`src/rtl/genpc_pkg.sv`:
```
// Shared types and helpers for the predicting next-PC generator.
package genpc_pkg;

   typedef enum logic [1:0] {
      SNT = 2'b00,
      WNT = 2'b01,
      WT  = 2'b10,
      ST  = 2'b11
   } bht_cnt_e;

   // Link registers recognised by the mini-decoder for call/return hints
   localparam logic [4:0] REG_X1 = 5'd1;
   localparam logic [4:0] REG_X5 = 5'd5;

   function automatic int off_w(input int fetch_bytes);
      return $clog2(fetch_bytes);
   endfunction

   function automatic int idx_w(input int entries);
      return $clog2(entries);
   endfunction

   function automatic bht_cnt_e sat_upd(input bht_cnt_e c,
                                        input logic     up);
      bht_cnt_e r;
      r = c;
      unique case (c)
         SNT:     r = up ? WNT : SNT;
         WNT:     r = up ? WT  : SNT;
         WT:      r = up ? ST  : WNT;
         default: r = up ? ST  : WT;
      endcase
      return r;
   endfunction

endpackage

```
`src/rtl/genpc_ras.sv`:
```
// Circular return address stack; a push when full drops the oldest entry.
module genpc_ras
   import genpc_pkg::*;
#(
   parameter int XLEN  = 32,
   parameter int DEPTH = 4
) (
   input  logic            clk,
   input  logic            cpurst,
   input  logic            push,
   input  logic            pop,
   input  logic [XLEN-1:0] push_data,
   output logic [XLEN-1:0] top,
   output logic            empty,
   output logic            full
);

   localparam int PW = $clog2(DEPTH);
   localparam int CW = $clog2(DEPTH + 1);

   logic [XLEN-1:0] stk [DEPTH];
   logic [PW-1:0]   ptr;
   logic [PW-1:0]   ptr_inc;
   logic [PW-1:0]   ptr_dec;
   logic [CW-1:0]   cnt;
   logic            do_pop;

   assign ptr_inc = (ptr == PW'(DEPTH - 1)) ? '0 : ptr + PW'(1);
   assign ptr_dec = (ptr == '0) ? PW'(DEPTH - 1) : ptr - PW'(1);
   assign top     = stk[ptr_dec];
   assign empty   = (cnt == '0);
   assign full    = (cnt == CW'(DEPTH));
   assign do_pop  = pop & ~empty;

   always_ff @(posedge clk) begin
      if (cpurst) begin
         ptr <= '0;
         cnt <= '0;
      end else begin
         unique case ({push, do_pop})
            2'b10: begin
               stk[ptr] <= push_data;
               ptr      <= ptr_inc;
               if (!full)
                  cnt <= cnt + CW'(1);
            end
            2'b01: begin
               ptr <= ptr_dec;
               cnt <= cnt - CW'(1);
            end
            // call-through-return: replace top in place
            2'b11: stk[ptr_dec] <= push_data;
            default: ;
         endcase
      end
   end

endmodule

```
`src/rtl/genpc_pred.sv`:
```
// Fetch next-PC generator with 2-bit BHT and return address stack.
module genpc_pred
   import genpc_pkg::*;
#(
   parameter int XLEN        = 32,
   parameter int FETCH_BYTES = 8,
   parameter int BHT_ENTRIES = 16,
   parameter int RAS_DEPTH   = 4
) (
   input  logic                                clk,
   input  logic                                cpurst,
   input  logic [XLEN-1:0]                     boot_addr,
   input  logic                                fet_stall,
   input  logic                                fetch_misalign,
   input  logic                                jalr_dep,
   input  logic                                isrv16,
   input  logic                                isjal,
   input  logic                                isjalr,
   input  logic                                isbxx,
   input  logic                                is_call,
   input  logic                                is_ret,
   input  logic [XLEN-1:0]                     jaloffset,
   input  logic [XLEN-1:0]                     bxxoffset,
   input  logic [XLEN-1:0]                     jalr_target,
   input  logic                                trap_redirect,
   input  logic [XLEN-1:0]                     trap_target,
   input  logic                                branch_predict_err,
   input  logic [XLEN-1:0]                     de2fe_branch_target,
   input  logic                                upd_valid,
   input  logic [XLEN-1:0]                     upd_pc,
   input  logic                                upd_taken,
   output logic [XLEN-1:0]                     pc,
   output logic [XLEN-off_w(FETCH_BYTES)-1:0]  isram_adr,
   output logic                                isram_cs,
   output logic                                isram_cs_ff,
   output logic                                cross_bd_ff,
   output logic                                predict_taken,
   output logic                                ras_hit,
   output logic                                holdpc,
   output logic                                jb_ff
);

   localparam int OFF = off_w(FETCH_BYTES);
   localparam int IDX = idx_w(BHT_ENTRIES);
   localparam int AW  = XLEN - OFF;

   logic [XLEN-1:0] nxtpc;
   logic [XLEN-1:0] seq_pc;
   logic [XLEN-1:0] ras_top;
   logic [AW-1:0]   isram_adr_ff;
   logic [IDX-1:0]  rd_idx;
   logic [IDX-1:0]  wr_idx;
   logic            redirect;
   logic            cross_bd;
   logic            suppress;
   logic            ras_push;
   logic            ras_pop;
   logic            ras_empty;
   logic            ras_full;
   logic            unused_bits;
   bht_cnt_e        bht [BHT_ENTRIES];

   assign seq_pc   = pc + (isrv16 ? XLEN'(2) : XLEN'(4));
   assign redirect = trap_redirect | branch_predict_err;
   assign rd_idx   = pc[IDX:1];
   assign wr_idx   = upd_pc[IDX:1];

   assign predict_taken = bht[rd_idx][1];
   assign ras_hit  = isjalr & is_ret & ~ras_empty & ~cross_bd_ff;
   assign holdpc   = fet_stall | fetch_misalign | (jalr_dep & ~ras_hit);

   always_comb begin
      nxtpc = seq_pc;
      if (trap_redirect)
         nxtpc = trap_target;
      else if (branch_predict_err)
         nxtpc = de2fe_branch_target;
      else if (holdpc | cross_bd_ff)
         nxtpc = pc;
      else if (isjal)
         nxtpc = pc + jaloffset;
      else if (ras_hit)
         nxtpc = ras_top;
      else if (isjalr)
         nxtpc = jalr_target;
      else if (isbxx & predict_taken)
         nxtpc = pc + bxxoffset;
   end

   // Instruction starting on the line's last halfword spills into the next line
   assign cross_bd = &nxtpc[OFF-1:1];

   always_comb begin
      isram_adr = nxtpc[XLEN-1:OFF];
      if (cpurst)
         isram_adr = boot_addr[XLEN-1:OFF];
      else if (cross_bd_ff & ~redirect)
         isram_adr = pc[XLEN-1:OFF] + AW'(1);
   end

   assign isram_cs = cpurst | (isram_adr != isram_adr_ff) | cross_bd;

   assign suppress = holdpc | cross_bd_ff | redirect;
   assign ras_push = (isjal | isjalr) & is_call & ~suppress;
   assign ras_pop  = ras_hit & ~suppress;

   genpc_ras #(
      .XLEN  (XLEN),
      .DEPTH (RAS_DEPTH)
   ) u_ras (
      .clk       (clk),
      .cpurst    (cpurst),
      .push      (ras_push),
      .pop       (ras_pop),
      .push_data (seq_pc),
      .top       (ras_top),
      .empty     (ras_empty),
      .full      (ras_full)
   );

   always_ff @(posedge clk) begin
      isram_adr_ff <= isram_adr;
      if (cpurst) begin
         pc          <= '0;
         cross_bd_ff <= 1'b0;
         jb_ff       <= 1'b0;
         isram_cs_ff <= 1'b0;
         for (int i = 0; i < BHT_ENTRIES; i++)
            bht[i] <= WNT;
      end else begin
         pc          <= nxtpc;
         isram_cs_ff <= isram_cs;
         jb_ff       <= isjal | isjalr | (isbxx & predict_taken) |
                        branch_predict_err | trap_redirect;
         if (cross_bd_ff & ~redirect)
            cross_bd_ff <= 1'b0;
         else
            cross_bd_ff <= cross_bd;
         if (upd_valid)
            bht[wr_idx] <= sat_upd(bht[wr_idx], upd_taken);
      end
   end

   assign unused_bits = ^{boot_addr[OFF-1:0], upd_pc[XLEN-1:IDX+1],
                          upd_pc[0], ras_full};

endmodule

```
`config.mk`:
```
export PLATFORM = sky130hd
export DESIGN_NAME = genpc_pred
export DESIGN_NICKNAME = d
export VERILOG_FILES = /design/src/rtl/genpc_pkg.sv /design/src/rtl/genpc_ras.sv /design/src/rtl/genpc_pred.sv
export SDC_FILE = /design/constraint.sdc
export NUM_CORES = 1
export LEC_CHECK = 0
export CORE_ASPECT_RATIO = 1.25
export CORE_MARGIN = 1
export CORE_UTILIZATION = 55
export CTS_CLUSTER_SIZE = 12
export DETAILED_ROUTE_END_ITERATION = 6
export GPL_TIMING_DRIVEN = 0
export PLACE_DENSITY = 0.8
export SLEW_MARGIN = 40
export SYNTH_ARGS = -nofsm -noshare
export SYNTH_HDL_FRONTEND = slang
export SYNTH_SLANG_ARGS = --single-unit
export TNS_END_PERCENT = 20
```
`constraint.sdc`:
```
create_clock -name clk -period 9.87 [get_ports clk]
set_clock_uncertainty 0.1 [all_clocks]
set_input_delay 2.4675 -clock clk [delete_from_list [all_inputs] [get_ports clk]]
set_output_delay 2.4675 -clock clk [all_outputs]
set_load 0.03 [all_outputs]
```
Yosys cells after proc, flatten, opt, wreduce, memory -nomap -nowiden
Memories as Yosys holds them, arrays and structs flattened. A register that Yosys moved wholly into a read port is not among the register bits.
Index checks and enable logic that the tools add are counted.
{ "op_classes": {"n_bitwise": 26, "shift": 0, "reduce_logical": 9, "order_cmp": 0, "n_eq_ne": 10, "mul": 0, "div_mod_pow": 0, "n_mux": 40, "addsub": 8} }
{ "ops": {"columns": ["cell", "n"], "rows": [
  ["$mux W32", 8],
  ["$add A32 B32 Y32", 2],
  ["$mux W29", 2],
  ["$add A32 B3 Y32", 1],
  ["$reduce_or A32 Y1", 1],
  ["$add A29 B1 Y29 const B", 1],
  ["$ne A29 B29 Y1", 1],
  ["$mux W2", 8],
  ["$mux W1", 15],
  ["$or A1 B1 Y1", 11],
  ["$and A1 B1 Y1", 10],
  ["$eq A2 B2 Y1 const B", 4],
  ["$mux W4", 2],
  ["$mux W3", 2],
  ["$pmux W2 S3", 1],
  ["$pmux W3 S2", 1],
  ["$not A1 Y1", 5],
  ["$eq A2 B1 Y1 const B", 2],
  ["$logic_not A2 Y1", 2],
  ["$pmux W2 S2", 1],
  ["$reduce_and A2 Y1", 2],
  ["$reduce_or A2 Y1", 2],
  ["$add A3 B1 Y3 const B", 1],
  ["$eq A3 B3 Y1 const B", 1],
  ["7 further kinds", 7]
]} }
{ "word_totals": {"latchBits": 0, "register_bits": 69, "out_inout_bits": 68, "mem_bits_rw": 160, "input_bits": 239, "n_memories": 2, "word_cells": 103, "mem_bits_ro": 0} }
{ "memory_table": {"columns": ["memory", "depth", "width", "read_ports", "rd_clocked_by_memory_dff", "write_ports", "line", "text"], "rows": [
  ["u_ras.stk", 4, 32, 1, 0, 1, "genpc_ras.sv:21", "logic [XLEN-1:0] stk [DEPTH];"],
  ["bht", 16, 2, 2, 1, 16, "genpc_pred.sv:61", "bht_cnt_e bht [BHT_ENTRIES];"]
]} }

Depth between registers and ports, before layout
Gate-level depths: netlist of the first run.
{ "logic_depth": {"depth_word": 18, "depth_mapped": 18, "ltp_nobuf": 15} }

Cells and area by module
From an unflattened synthesis of the first run, not the netlist that was laid out.
{ "unflattened": {"hier_cells": 1864, "hier_area_um2": 17125.2} }
{ "by_module_without_submodules": {"columns": ["module", "seq_area_each_um2", "area_per_inst_um2", "cells_each", "n_inst"], "rows": [
  ["genpc_pred", 2242.2, 12024.0, 1645, 1],
  ["genpc_ras", 3943.8, 5101.1, 219, 1]
]} }

Worst setup path before layout of the first run
OpenSTA, ideal clock, no wires.
{ "synth_path": {"path_kind": "input to output", "from": "input isrv16", "to": "output isram_cs", "path_slack_ps": 916, "path_stages": 15, "n_path_buf": 0, "t_required_ps": 7303, "arrival_ps": 6387, "cell_sequence": "ha_1 > inv_1 > fa_1 > nand2b_1 > or2_2 > nor2_1 > xor2_1 > a221oi_1 > nor2_1 > a2111oi_2 > o31ai_1 > xnor2_1 > and3b_1 > nand4_1 > or4_1"} }
{ "synth_between": {"elab_chain_len": 14, "elab_cells_between_ends": 15, "classes_between": "1 x add/sub; 1 x eq/ne; 10 x mux; 2 x bitwise; 1 x reduce/logical"} }
{ "synth_rtl": {"columns": ["item", "line", "text"], "rows": [
  ["from (decl)", "genpc_pred.sv:16", "input logic isrv16,"],
  ["$mux W3", "genpc_pred.sv:63", "assign seq_pc = pc + (isrv16 ? XLEN'(2) : XLEN'(4));"],
  ["$add A32 B3 Y32", "genpc_pred.sv:63", null],
  ["via seq_pc[13]", "genpc_pred.sv:48", "logic [XLEN-1:0] seq_pc;"],
  ["$mux W32", "genpc_pred.sv:86", "else if (isbxx & predict_taken)"],
  ["$mux W32", "genpc_pred.sv:84", "else if (isjalr)"],
  ["$mux W32", "genpc_pred.sv:82", "else if (ras_hit)"],
  ["$mux W32", "genpc_pred.sv:80", "else if (isjal)"],
  ["$mux W32", "genpc_pred.sv:78", "else if (holdpc | cross_bd_ff)"],
  ["$mux W32", "genpc_pred.sv:76", "else if (branch_predict_err)"],
  ["$mux W32", "genpc_pred.sv:74", "if (trap_redirect)"],
  ["$mux W29", "genpc_pred.sv:97", "else if (cross_bd_ff & ~redirect)"],
  ["$mux W29", "genpc_pred.sv:95", "if (cpurst)"],
  ["via isram_adr[10]", "genpc_pred.sv:33", "output logic [XLEN-off_w(FETCH_BYTES)-1:0] isram_adr,"],
  ["$ne A29 B29 Y1", "genpc_pred.sv:101", "assign isram_cs = cpurst | (isram_adr != isram_adr_ff) | cross_bd;"],
  ["$or A1 B1 Y1 (2 in series)", "genpc_pred.sv:101", null],
  ["to (decl)", "genpc_pred.sv:34", "output logic isram_cs,"]
]} }
The timed path passes the listed nets, and every way through them passes these cells. The select of a mux whose other input is x is not followed.

Final worst setup path of the first run
{ "layout_path": {"from": "input isrv16", "to": "output isram_cs"} }
{ "layout_between": {"elab_chain_len": 14, "elab_cells_between_ends": 15, "classes_between": "1 x add/sub; 1 x eq/ne; 10 x mux; 2 x bitwise; 1 x reduce/logical"} }
{ "layout_rtl": {"columns": ["item", "line"], "rows": [
  ["$mux W3", "genpc_pred.sv:63"],
  ["$add A32 B3 Y32", "genpc_pred.sv:63"],
  ["via seq_pc[26]", "genpc_pred.sv:48"],
  ["$mux W32", "genpc_pred.sv:86"],
  ["$mux W32", "genpc_pred.sv:84"],
  ["$mux W32", "genpc_pred.sv:82"],
  ["$mux W32", "genpc_pred.sv:80"],
  ["$mux W32", "genpc_pred.sv:78"],
  ["$mux W32", "genpc_pred.sv:76"],
  ["$mux W32", "genpc_pred.sv:74"],
  ["$mux W29", "genpc_pred.sv:97"],
  ["$mux W29", "genpc_pred.sv:95"],
  ["$ne A29 B29 Y1", "genpc_pred.sv:101"],
  ["$or A1 B1 Y1 (2 in series)", "genpc_pred.sv:101"]
]} }
The timed path passes the listed nets, and every way through them passes these cells. The select of a mux whose other input is x is not followed.

==> parameters.txt, run 1 <==
Parameter                              Value

STA
  Number of hold violations in the final report ... 0
  Highest clock rate ... 98.45 MHz
  Number of slew-limit violations in the final report ... 0
  Worst slew slack as a fraction of its limit ... 0.3359
  Number of endpoints failing setup at the final stage ... 1
  Unrepaired setup endpoints after global routing ... true
  Fraction of the cycle the final worst path needs ... 1.029
  Tightest Pin Transition ... 988.6 ps
  Final worst slack ... -287.8 ps
  Time the final worst path needs with I/O delays and setup ... 10160 ps

Synthesis
  Cell count after synthesis ... 2050
  Yosys top cell by area ... sky130_fd_sc_hd__edfxtp_1
  List of most frequent post-synthesis cells ... 215 x sky130_fd_sc_hd__nand2_1, 160 x sky130_fd_sc_hd__edfxtp_1, 158 x sky130_fd_sc_hd__nor2_1, 152 x sky130_fd_sc_hd__a21oi_1, 95 x sky130_fd_sc_hd__o21ai_0
  Fraction of synthesis flops using an asynchronous set or reset pin ... 0
  Area share of the largest cell type after synthesis ... 0.2637
  Dominant synthesized flop cell ... sky130_fd_sc_hd__edfxtp_1
  Sequential area share after synthesis ... 0.3395
  Top cells by area, synth ... sky130_fd_sc_hd__edfxtp_1 26%, sky130_fd_sc_hd__dfxtp_1 7.6%, sky130_fd_sc_hd__mux4_2 5.1%
  Most instantiated library cell after synthesis ... sky130_fd_sc_hd__nand2_1
  Register bit count reported by yosys ... 229
  Number of warnings printed during yosys synthesis ... 0
  Number of nets in the synthesized netlist ... between 2000 and 2500
  Number of flops mapped to enable cells by yosys ... 160
  Average cell area after synthesis ... 8.888 sq um
  Total standard cell area after synthesis ... 0.01822 sq mm
  Cell variety after synth ... 101

Floorplanning
  I/O Pins ... about 310
  Die Area ... 0.03386 sq mm
  Vertical die dimension ... 205.5 um
  Die Wd ... 164.8 um
  Starting utilization of the core area ... 0.5575
  Row cnt ... 74
  Area of the core ... 0.03268 sq mm

Routing
  Wire length per cell ... between 30 and 40 um
  Remaining routing DRC violations ... 0
  Total wirelength of the detailed-routed design ... ~90000 um
  Total via count after detailed routing ... ~21000
  Average vias per placed instance ... 7.502
  Count of antenna-violating nets left after detailed routing ... 0
  Detailed Route Iter0 Violations ... about 3500
  Pre-Repair DR Iteration Count ... 7

Worst hold path
  Type of the worst min-delay path ... reg2reg

Clock tree
  CTS clock-pin slew for the worst setup and hold paths ... 60 ps
  Sinks on Clock Net ... 229
  Clk Latency, worst-skew pair ... 580 ps
  CTS buffer count ... 26
  Master cell of the clock root buffer ... sky130_fd_sc_hd__clkbuf_16
  Post-cts hold buffer count ... 0
  H-tree depth ... 1
  Clock tree buffer depth ... 3
  CTS tree ... done

Status
  Violations in the final reports ... setup timing
  Run status ... complete, but fails checks

Final layout
  Layout cells sized above 1 ... 0.1116
  Fill cells ... between 2000 and 3000
  Synth-to-Final Area Change ... 25.70%
  Final layout net count ... 2677
  Final instance count without filler cells ... 2804

Global routing
  Largest net degree at the start of global routing ... 33
  First-pass GRT wire length ... 127900 um
  Number of antenna violations at the first check in global routing ... 7
  Grt total ovfl ... 0
  Vias in the first global route ... 19790
  GRT Total Usage ... 0.5351

Pwr
  Leakage ... a little over 8 nW
  Proportion of power drawn by flip-flops and latches ... 0.362
  Total power divided by cell area ... 133.7 mW/mm^2
  Logic pwr share ... 0.320
  Peak supply drop ... around 180 uV
  Switching power as a share of total power ... 0.3611
  Internal power consumption ... 1.957 mW
  Clock network power share ... 0.319
  Sw power ... roughly 1.1 mW

Critical path
  Startpoint-to-endpoint class of the critical path ... in2out
  Critical path fanouts, max ... 5
  Stage delay of the slowest cell on the critical path ... 620 ps
  Critical Path Most Common Cell ... sky130_fd_sc_hd__nand4_1
  Critical Path Start Type ... input pin
  Cell Chain, Critical Path ... clkdlybuf4s50_1 -> inv_1 -> ha_1 -> a21oi_4 -> nor4_2 -> nand4_1 -> xnor2_1 -> a211oi_1 -> o31a_1 -> nand3_1 -> o211ai_1 -> nor3_1 -> and4b_1 -> nand4_1 -> or4_1 -> dlygate4sd2_1
  Worst setup EP type ... primary output
  Required time of the critical path ... about 7300 ps
  CP arrival ... 7590 ps
  Cell type of the slowest stage on the worst timing path ... sky130_fd_sc_hd__o31a_1

Place
  Final weighted congestion in routability-driven placement ... 1.079
  Final HPWL from detailed placement ... ~68000 um
  IO Port Bufs ... about 270
  Pre-CTS setup slack ... -1218 ps
  Number of cells after detailed placement ... 2746

Run
  Max-capacitance violation count ... 0
[layout make-up]
class	instances	area [sq um]	area share
antenna	3	7.507	0.0003278
buffer	142	646.9	0.02824
clock buffer	38	735.7	0.03212
clock inverter	9	92.59	0.004043
inverter	50	187.7	0.008194
multi-input combinational	1629	11620	0.5074
sequential	229	6186	0.2701
tap	418	523.0	0.02284
timing repair buffer	286	2903	0.1267
[kinds of logic after synthesis]
logic type | count (synthesis) | share of synthesized area
AND/OR/NAND/NOR | 772 | 0.2142
flip-flops | 229 | 0.3395
buffers and inverters | 192 | 0.04374
AO/OA/AOI/OAI | 599 | 0.2274
multiplexers | 79 | 0.07211
XOR/XNOR | 103 | 0.04951
adder cells (fa/ha/maj) | 76 | 0.05356
[cell usage in the layout, fill, tap and decap left out, drive strengths merged, types with 10 or more instances in the layout]
| cell | n |
|---|---|
| o211ai | 28 |
| clkdlybuf4s50 | 273 |
| or2 | 12 |
| a21oi | 152 |
| and3 | 22 |
| a211oi | 35 |
| dfxtp | 69 |
| xnor2 | 57 |
| o31ai | 17 |
| mux4 | 41 |
| xor2 | 46 |
| a31oi | 24 |
| nor2 | 158 |
| nand2b | 25 |
| clkbuf | 128 |
| edfxtp | 160 |
| o221ai | 15 |
| ha | 70 |
| nand4 | 47 |
| and4 | 10 |
| nand3 | 79 |
| o21a | 17 |
| mux2i | 30 |
| a21o | 25 |
| or3 | 25 |
| o21ai | 108 |
| nand2 | 216 |
| a221oi | 24 |
| a22o | 16 |
| nor3 | 65 |
| o31a | 13 |
| inv | 51 |
| a22oi | 19 |
| or4 | 10 |
| buf | 64 |
| and2 | 24 |
| nor4 | 32 |
| nor2b | 17 |
[power groups by stage]
stage,clock [mW],combinational (mW),sequential (mW)
after floorplan,0,0.507,1.12
after global placement,0,0.873,1.12
after detailed placement,0,0.889,1.12
after CTS,0.957,0.906,1.10
after global routing,0.993,1.01,1.11
final,0.976,0.979,1.11
[worst max-delay path, delay by kind of cell]
kind | cells | cell delay, ps
xor+xnor | 1 | 280
simple gates | 7 | 2160
buf+inv | 3 | 1020
fa+ha+maj | 1 | 350
compound gates | 4 | 1310
[timing repair]
action | CTS | global route
setup endpoints to repair | 9 | 7
setup buffers | 2 | 5
pin swaps | 3 | 3
gates resized for setup | 44 | 42
[state kept, by name, indices dropped and copies added, names as in the netlist]
register      count
isram_cs_ff       1
pc               32
isram_adr_ff     29
bht              32
jb_ff             1
cross_bd_ff       1
u_ras.ptr         2
u_ras.stk       128
u_ras.cnt         3
[layer usage]
metal / GRT usage / wire, um / up-vias
li1: - / - / 8497
met1: 0.6063 / 29410 / 9767
met2: 0.7827 / 38010 / 2111
met3: 0.1973 / 14000 / 654
met4: 0.4797 / 10280 / 6
met5: 0 / 45 / -
[metrics by stage]
step | cell area (sq um) | hold slack [ps] | TNS, ps | util | power [mW]
global placement | 21490 | 396.0 | -6194 | 0.6574 | 1.995
global route | 22900 | 462.2 | -150.7 | 0.7005 | 3.107
floorplan | 18220 | 370.3 | 0 | - | 1.626
detailed placement | 21630 | 410.1 | -6938 | 0.6617 | 2.012
finish | 22900 | 434.2 | -287.8 | 0.7008 | 3.063
CTS | 22650 | 420.0 | -41.86 | 0.6929 | 2.966
[final timing paths]
path / cells past startpoint / start / slack [ps] / end
worst max register to register: 16 / pc[3] / 4100 / isram_cs_ff
worst min-delay path: 2 / u_ras.ptr[1] / 430 / u_ras.ptr[1]
worst min register to register: 2 / u_ras.ptr[1] / 430 / u_ras.ptr[1]
worst max-delay path: 16 / isrv16 / -290 / isram_cs
Note: power is estimated with default switching activity, not from simulation.
==> inputs of run 2 (changes only) <==
ABC_AREA = 0   (was default)
==> results of run 2 <==
The final DEF is identical to that of run 1; final timing and power are the same.
